--- src/rtl/sseg_pkg.sv ---
// Shared constants and types for the seven-segment scan controller
// and its SSEG_Decoder integration benches.
package sseg_pkg;

  localparam int NIBBLE_W        = 4;
  localparam int SSEG_NUM_DIGITS = 4;
  localparam int SSEG_PRESCALE   = 50000;

  typedef enum logic {
    PEND_IDLE,
    PEND_FULL
  } pend_e;

  // all-ones anode pattern for n digits (n <= 8), low bits used
  function automatic logic [7:0] ANODE_OFF(input int n);
    ANODE_OFF = '0;
    for (int i = 0; i < 8; i++)
      if (i < n) ANODE_OFF[i] = 1'b1;
  endfunction

endpackage

--- src/rtl/sseg_tick_gen.sv ---
// Digit-slot prescaler: counts 0..PRESCALE-1 and flags the last count.
// tick is high for the whole final cycle of each slot.
module sseg_tick_gen #(
  parameter int PRESCALE = 4,
  localparam int CNT_W = $clog2(PRESCALE)
) (
  input  logic clk,
  input  logic rst_n,
  output logic tick
);

  localparam logic [CNT_W-1:0] LAST = CNT_W'(PRESCALE - 1);

  logic [CNT_W-1:0] cnt;

  always_ff @(posedge clk or negedge rst_n) begin
    if (!rst_n) begin
      cnt <= '0;
    end else if (cnt == LAST) begin
      cnt <= '0;
    end else begin
      cnt <= cnt + 1'b1;
    end
  end

  assign tick = (cnt == LAST);

endmodule

--- src/rtl/sseg_scan_ctrl.sv ---
// Multiplexed common-anode scan controller feeding SSEG_Decoder.
// Define SSEG_LZB_EN to enable leading-zero blanking.
module sseg_scan_ctrl
  import sseg_pkg::*;
#(
  parameter int NUM_DIGITS = SSEG_NUM_DIGITS,
  parameter int PRESCALE   = SSEG_PRESCALE,
  localparam int IDX_W = $clog2(NUM_DIGITS),
  localparam int DW    = NIBBLE_W * NUM_DIGITS
) (
  input  logic                  clk,
  input  logic                  rst_n,
  input  logic                  Load,
  input  logic [DW-1:0]         Value,
  input  logic [NUM_DIGITS-1:0] BlankMask,
  output logic [NIBBLE_W-1:0]   Num,
  output logic [NUM_DIGITS-1:0] Anode,
  output logic [IDX_W-1:0]      DigitIdx,
  output logic                  LoadAck
);

  localparam logic [7:0] OFF8 = ANODE_OFF(NUM_DIGITS);
  localparam logic [NUM_DIGITS-1:0] OFF = OFF8[NUM_DIGITS-1:0];
  localparam logic [IDX_W-1:0] LAST_IDX = IDX_W'(NUM_DIGITS - 1);
  localparam logic [NUM_DIGITS-1:0] ONE = {{(NUM_DIGITS-1){1'b0}}, 1'b1};

  logic                  tick;
  logic                  frame_end;
  logic                  apply;
  logic                  dark;
  pend_e                 pst;
  logic [IDX_W-1:0]      idx;
  logic [IDX_W-1:0]      idx_n;
  logic [DW-1:0]         disp_val;
  logic [DW-1:0]         disp_val_n;
  logic [DW-1:0]         pend_val;
  logic [NUM_DIGITS-1:0] disp_blank;
  logic [NUM_DIGITS-1:0] disp_blank_n;
  logic [NUM_DIGITS-1:0] pend_blank;
  logic [NUM_DIGITS-1:0] anode_n;
  logic [NIBBLE_W-1:0]   num_n;

  sseg_tick_gen #(
    .PRESCALE(PRESCALE)
  ) u_tick (
    .clk  (clk),
    .rst_n(rst_n),
    .tick (tick)
  );

  assign frame_end = tick && (idx == LAST_IDX);
  assign DigitIdx  = idx;

`ifdef SSEG_LZB_EN
  logic [NUM_DIGITS-1:0] lz;
  logic                  zero_above;

  always_comb begin
    lz         = '0;
    zero_above = 1'b1;
    for (int k = NUM_DIGITS - 1; k > 0; k--) begin
      zero_above = zero_above &&
        (disp_val_n[NIBBLE_W*k +: NIBBLE_W] == '0);
      lz[k] = zero_above;
    end
  end
`endif

  // outputs are built from next-state so idx, data and anode move together
  always_comb begin
    idx_n        = idx;
    disp_val_n   = disp_val;
    disp_blank_n = disp_blank;
    apply        = 1'b0;
    if (tick) begin
      idx_n = (idx == LAST_IDX) ? '0 : idx + 1'b1;
    end
    if (frame_end) begin
      if (Load) begin
        disp_val_n   = Value;
        disp_blank_n = BlankMask;
        apply        = 1'b1;
      end else if (pst == PEND_FULL) begin
        disp_val_n   = pend_val;
        disp_blank_n = pend_blank;
        apply        = 1'b1;
      end
    end
    num_n = disp_val_n[NIBBLE_W*idx_n +: NIBBLE_W];
    dark  = disp_blank_n[idx_n];
`ifdef SSEG_LZB_EN
    dark  = dark || lz[idx_n];
`endif
    anode_n = dark ? OFF : ~(ONE << idx_n);
  end

  always_ff @(posedge clk or negedge rst_n) begin
    if (!rst_n) begin
      idx        <= '0;
      pst        <= PEND_IDLE;
      disp_val   <= '0;
      disp_blank <= '0;
      pend_val   <= '0;
      pend_blank <= '0;
      Num        <= '0;
      Anode      <= OFF;
      LoadAck    <= 1'b0;
    end else begin
      idx        <= idx_n;
      disp_val   <= disp_val_n;
      disp_blank <= disp_blank_n;
      Num        <= num_n;
      Anode      <= anode_n;
      LoadAck    <= apply;
      if (frame_end) begin
        pst <= PEND_IDLE;
      end else if (Load) begin
        pend_val   <= Value;
        pend_blank <= BlankMask;
        pst        <= PEND_FULL;
      end
    end
  end

endmodule

--- config.mk ---
export PLATFORM = sky130hd
export DESIGN_NAME = sseg_scan_ctrl
export DESIGN_NICKNAME = d
export VERILOG_FILES = /design/src/rtl/sseg_pkg.sv /design/src/rtl/sseg_tick_gen.sv /design/src/rtl/sseg_scan_ctrl.sv
export SDC_FILE = /design/constraint.sdc
export NUM_CORES = 1
export LEC_CHECK = 0
export BUFFER_PORTS_ARGS = -buffer_cell sky130_fd_sc_hd__buf_2
export CAP_MARGIN = 0
export CORE_UTILIZATION = 42
export CTS_BUF_LIST = sky130_fd_sc_hd__clkbuf_16
export DETAILED_ROUTE_END_ITERATION = 7
export MAX_ROUTING_LAYER = met4
export PLACE_DENSITY = 0.69
export SLEW_MARGIN = 25
export SYNTH_ARGS = -nofsm -noshare
export SYNTH_HDL_FRONTEND = slang
export SYNTH_HIERARCHICAL = 1
export SYNTH_SLANG_ARGS = --single-unit
--- constraint.sdc ---
create_clock -name clk -period 2.7 [get_ports clk]
set_clock_uncertainty 0.2 [all_clocks]
set_input_delay 0.27 -clock clk [delete_from_list [all_inputs] [get_ports clk]]
set_output_delay 0.27 -clock clk [all_outputs]
set_load 0.005 [all_outputs]
# Word-level counts from Yosys, hierarchy flattened
# Cells that the tools add are included.
# word_totals
rom_bits	0
mem_count	0
elab_cells	39
latch_bits	0
inputBits	23
ff_bits	68
mem_bits_rw	0
output_inout_bits	11
# classes
mul	0
magnitude_cmp	1
n_mux	17
n_reduce_logical	3
bitwise	2
shift	2
n_div	0
add_sub_neg	2
eq_ne	2
# op_table
cell	n
$mux W16	4
$add A16 B1 Y16 const B	1
$eq A16 B16 Y1 const B	1
$mux W4	4
$shiftx A16 B5 Y4	1
$mux W1	6
$mux W2	2
$not A4 Y4	1
$shl A1 B2 Y4 const A	1
$lt A2 B3 Y1 const B	1
$add A2 B1 Y2 const B	1
$bmux W1 S2	1
$eq A2 B2 Y1 const B	1
$reduce_and A2 Y1	1
$reduce_bool A2 Y1	1
$logic_and A1 B1 Y1	1
$not A1 Y1	1

# Logic depth before layout (Yosys ltp)
# logic_depth
ltp_word	6
depth_mapped	12
depth_no_buf	8

# Modules after synthesis
# Netlist, hierarchy kept.
# modules_own_cells
mod	area_each_um2	n_inst	cells_each	seq_area_each_um2
sseg_scan_ctrl	2551.2	1	200	1306.3
sseg_tick_gen	762.0	1	67	400.4

# Worst setup path after synthesis
# No wires, ideal clock.
# synth_path
path_kind	register to register
startpoint	register u_tick.cnt[0]
endpoint	register Num[2]
n_path_buf	4
arrival_ns	1.978
path_slack_ns	0.401
path_stages_with_launch	13
setup_ns	0.121
cell_sequence	dfrtp_1 > ha_1 > and3_1 > buf_2 > and4_1 > buf_6 > and3_1 > buf_6 > buf_12 > a22oi_2 > o21ai_2 > o22ai_1 > nor2_1
# synth_via
elab_chain_cells	4
elab_cells_between_ends	5
cone_classes	eq/ne: 1; shift: 1; mux: 2; reduce/logical: 1
# synth_rtl
element	line_no	source
from (decl)	sseg_tick_gen.sv:14	logic [CNT_W-1:0] cnt;
from (signal assigned)	sseg_tick_gen.sv:22	cnt <= cnt + 1'b1;
$eq A16 B16 Y1	sseg_tick_gen.sv:26	assign tick = (cnt == LAST);
via tick	sseg_scan_ctrl.sv:27	logic tick;
$logic_and A1 B1 Y1	sseg_scan_ctrl.sv:51	assign frame_end = tick && (idx == LAST_IDX);
$mux W16	sseg_scan_ctrl.sv:78	if (frame_end) begin
via disp_val_n[10]	sseg_scan_ctrl.sv:35	logic [DW-1:0] disp_val_n;
$shiftx A16 B5 Y4	sseg_scan_ctrl.sv:89	num_n = disp_val_n[NIBBLE_W*idx_n +: NIBBLE_W];
via num_n[2]	sseg_scan_ctrl.sv:41	logic [NIBBLE_W-1:0] num_n;
to (signal assigned)	sseg_scan_ctrl.sv:112	Num <= num_n;
to (decl)	sseg_scan_ctrl.sv:16	output logic [NIBBLE_W-1:0] Num,
# The timed path passes the listed nets, and every way through them passes these cells.
# A chain may end at the register's enable or synchronous reset.

# Final worst setup path
# layout_path
startpoint	register u_tick.cnt[0]
endpoint	register pend_blank[1]
# layout_via
elab_chain_cells	4
# layout_rtl
element	line_no	source
$eq A16 B16 Y1	sseg_tick_gen.sv:26	
via tick	sseg_scan_ctrl.sv:27	
$logic_and A1 B1 Y1	sseg_scan_ctrl.sv:51	
$not A1 Y1 (no source line)	--	
$reduce_and A2 Y1 (no source line)	--	
to (signal assigned)	sseg_scan_ctrl.sv:119	pend_blank <= BlankMask;
to (decl)	sseg_scan_ctrl.sv:39	logic [NUM_DIGITS-1:0] pend_blank;
# The timed path passes the listed nets, and every way through them passes these cells.

==> flow_metrics.py <==
metrics = {
    "routing": {
        "dr.max_layer_used": "met4",
        "dr_wl_met2_mm": 3.07,
        "drtAntennaViolNets": 0,
        "m1_wire_length_mm": 3.42,
        "num_vias": 2229,
        "drt_first_pass_iters": 6,
        "routedWlPerCell_um": 16.1,
        "routed_via_density": 5.31,
        "drc": 0,
        "finalWirelength_mm": 6.78,
        "dr.first_iter.drc_count": 162,
        "wl_met3_um": 218,
    },
    "yosys": {
        "yosysSeqAreaShare_pct": 51.5,
        "post_synth.cell_area_avg_sq_um": 12.4,
        "synth-adder-area-share_pct": 1.13,
        "dominant_cell_by_count_in_the_synthesized_netlist": "dfrtp_1",
        "synth_top_area_cell": "dfrtp_1",
        "yosys-mux-area-fraction_pct": 9.97,
        "synthSimpleGateAreaFrac_pct": 13.0,
        "synth_enable_flop_cells": 0,
        "mapped_nets": 293,
        "synth.top_cells.by_area": "dfrtp_1, mux2_4, a22oi_2",
        "synth_top_flop_cell": "dfrtp_1",
        "synth_cells": 267,
        "synth_cell_type_count": 40,
        "post_synth_xor_area_fraction_pct": 3.17,
        "synth_top_family_by_area": "compound AO/OA/AOI/OAI gates",
        "yosys.area.top_type_share_pct": 48.3,
        "yosys_register_bits": 68,
        "synth_warnings": 6,
        "share_of_the_synthesized_area_in_compound_gates_ao_oa_aoi_oai_pct": 16.2,
        "asyncSetResetFlopFracSynth_pct": 100,
        "synth_top_cells_by_count": "dfrtp_1, mux2_4, a31oi_1, nor2b_1, nor2_1",
        "total_standard_cell_area_after_synthesis_sq_um": 3310,
    },
    "power": {
        "peakVddDrop_uv": 273,
        "leakage_power_figure_nw": 1.73,
        "totalPowerFinal_w": 0.00243,
        "pwr_density_cell_nw_per_um2": 621,
    },
    "final_layout": {
        "area_delta_synth_final_pct": 18.0,
        "filler_cell_count": 695,
        "insertedDiodeCount": 0,
        "final_layout_size_suffix_gt1_share_pct": 35.2,
        "finalNetCount": 339,
        "finish.instance_area_sq_um": 3910,
    },
    "floorplan": {
        "die_area_sq_um": 8250,
        "core_area_sq_um": 7690,
        "initial_core_util_pct": 43.1,
        "core.rowCount": 32,
        "die-height_um": 90.8,
        "chipWidth_um": 90.8,
        "pin_count": 34,
    },
    "sta": {
        "fin_crit_ns": 2.45,
        "tightestPinTransition_ns": 0.895,
        "finalHoldViolCount": 0,
        "grt_setup_unrepaired": "no",
        "fin_worst_hold_slack_ns": 0.00362,
        "timing.slew.headroom_pct": 40.3,
        "final.setup.tns_ns": 0,
        "setup-violations-final": 0,
        "min_period_over_period_pct": 90.8,
        "max_freq_ghz": 0.408,
        "timing.final.max_slew_violations": 0,
    },
    "clocking": {
        "cts.sinks": 68,
        "htree_levels": 3,
        "ctsRootBufferMaster": "clkbuf_16",
        "cts-root-to-sink-buffers": 2,
        "cts_buffers": 9,
        "tritoncts_clock_tree": "built",
        "latest_clock_arrival_within_the_worst_skew_pair_ns": 0.33,
        "clk_pin_slew_ns": 0.05,
    },
    "global_route": {
        "global_route.overflow_total": 0,
        "wire_length_of_the_first_global_routing_pass_mm": 11.8,
        "grt.total_usage_pct": 18.8,
        "antenna_found_initial": 0,
        "grt_start_max_net_pins": 39,
        "vias_in_the_first_global_route": 2285,
    },
    "flow_run": {
        "maxCapViolations": 0,
    },
    "worst_setup_path": {
        "worst_setup_path_startpoint": "u_tick/cnt[0]",
        "start_kind": "flip-flop",
        "critical_path_cell_by_cell": "ha_1 -> and3_1 -> and4_2 -> nand2_2 -> and2_4 -> mux2_4",
        "critical_path.endpoint_type": "flip-flop",
        "timing.reg2reg.worst_path_depth": 6,
        "cp_top_family": "simple AND/OR/NAND/NOR gates",
        "worstPathBufferInverterCount": 0,
        "reg2reg_slack_ns": 0.25,
        "cp_capture_point": "pend_blank[1]",
        "cp_data_required_time_ns": 2.71,
        "crit-reg2reg-capture": "pend_blank[1]",
        "worst-setup-path-type": "reg2reg",
        "timing.critical_path.arrival_ns": 2.46,
        "worst-path-stages": 6,
        "worst-path-max-fanout": 20,
        "crit_path_max_cell_delay_ns": 0.46,
        "crit-reg2reg-launch": "u_tick/cnt[0]",
        "critical_path.slowest_cell": "and2_4",
    },
    "hold_path": {
        "worst_hold_path_type": "in2reg",
    },
    "status": {
        "status": "completed",
    },
    "placement": {
        "io_buffers": 33,
        "dp_hpwl_mm": 4.58,
        "gp_congestion": 0.792,
        "detailed_place.area_sq_um": 3530,
    },
}
power by group:
group	internal [W]	switching [W]	leakage (nW)
clock	0.000702	0.000412	0.145
combinational	0.000111	0.0000866	0.783
sequential	0.00108	0.0000354	0.804
total	0.00190	0.000534	1.73
kinds of logic (layout without fill, tap and decap cells):
kind of cell / after synthesis / count (layout)
fa+ha+maj: 3 / 3
buf+inv: 19 / 70
mux: 23 / 23
xor+xnor: 12 / 12
compound gates: 70 / 70
flops: 68 / 68
simple gates: 72 / 72
area by class of cell:
class                      instances  area, sq um  area share (%)
timing repair buffer              51          335            8.58
multi-input combinational        180         1440            36.9
sequential                        68         1710            43.7
clock buffer                       9          225            5.76
inverter                           3         11.3           0.288
clock inverter                     7         60.1            1.54
tap                              102          128            3.27
cell usage in the layout (no fill, tap or decap), types with 2 or more instances in the layout:
cell,count
dfrtp_1,64
buf_2,33
mux2_4,20
a31oi_1,19
nor2b_1,19
nor2_1,15
o21ai_2,14
a22oi_2,10
a22oi_1,9
clkbuf_16,9
dlygate4sd3_1,9
nand2_1,8
o22ai_1,8
buf_4,8
xor2_1,8
o21ai_1,7
dfstp_2,4
inv_1,4
or2_1,4
xnor2_1,4
mux2i_1,3
and2_4,3
ha_1,3
and4_1,3
nand4_1,3
nand3_1,3
a21oi_1,2
and3_2,2
clkinv_1,2
clkinv_2,2
and2_1,2
metal layers:
| layer | up-vias | track usage (%) |
|---|---|---|
| met3 | 7 | 4.04 |
| met5 | - | - |
| met2 | 38 | 26.0 |
| met4 | 0 | 5.16 |
| met1 | 1120 | 27.7 |
| li1 | 1064 | - |
per-stage QoR:
stage / cells / setup WS (ns) / util (%)
floorplan: 267 / 0.401 / -
global placement: 395 / 0.243 / 45.9
detailed placement: 395 / 0.152 / 45.9
CTS: 420 / 0.134 / 50.8
global route: 420 / 0.0124 / 50.8
finish: 420 / 0.248 / 50.8
tightest hold or removal path: cells and delay by family:
kind | cells | cell delay [ns]
buffers and inverters | 1 | 0.11
AO/OA/AOI/OAI | 2 | 0.12
worst min path at each step:
stage / end / start / slack, ns / cells after the start
after global placement: pend_val[13] / rst_n / 0.24 / 1
after floorplan: DigitIdx[0] / rst_n / -0.23 / 0
after global routing: pend_val[2] / Value[2] / 0.0009 / 2
after detailed placement: Num[0] / rst_n / 0.25 / 1
after CTS: disp_blank[1] / BlankMask[1] / 0.001 / 3
final: disp_blank[1] / BlankMask[1] / 0.004 / 3
flip-flops by register name, summed over array words and instances, names as in the netlist:
register    cells
DigitIdx        2
pst             1
pend_blank      4
Num             4
LoadAck         1
u_tick/cnt     16
Anode           4
pend_val       16
disp_val       16
disp_blank      4
timing repair:
action	CTS	global route
endpoints found under the setup margin	0	4
hold buffers	9	0
hold endpoints to repair	40	0
buffers inserted	0	0
gates resized for setup	0	2
No activity file was read; power rests on OpenSTA's default activity.
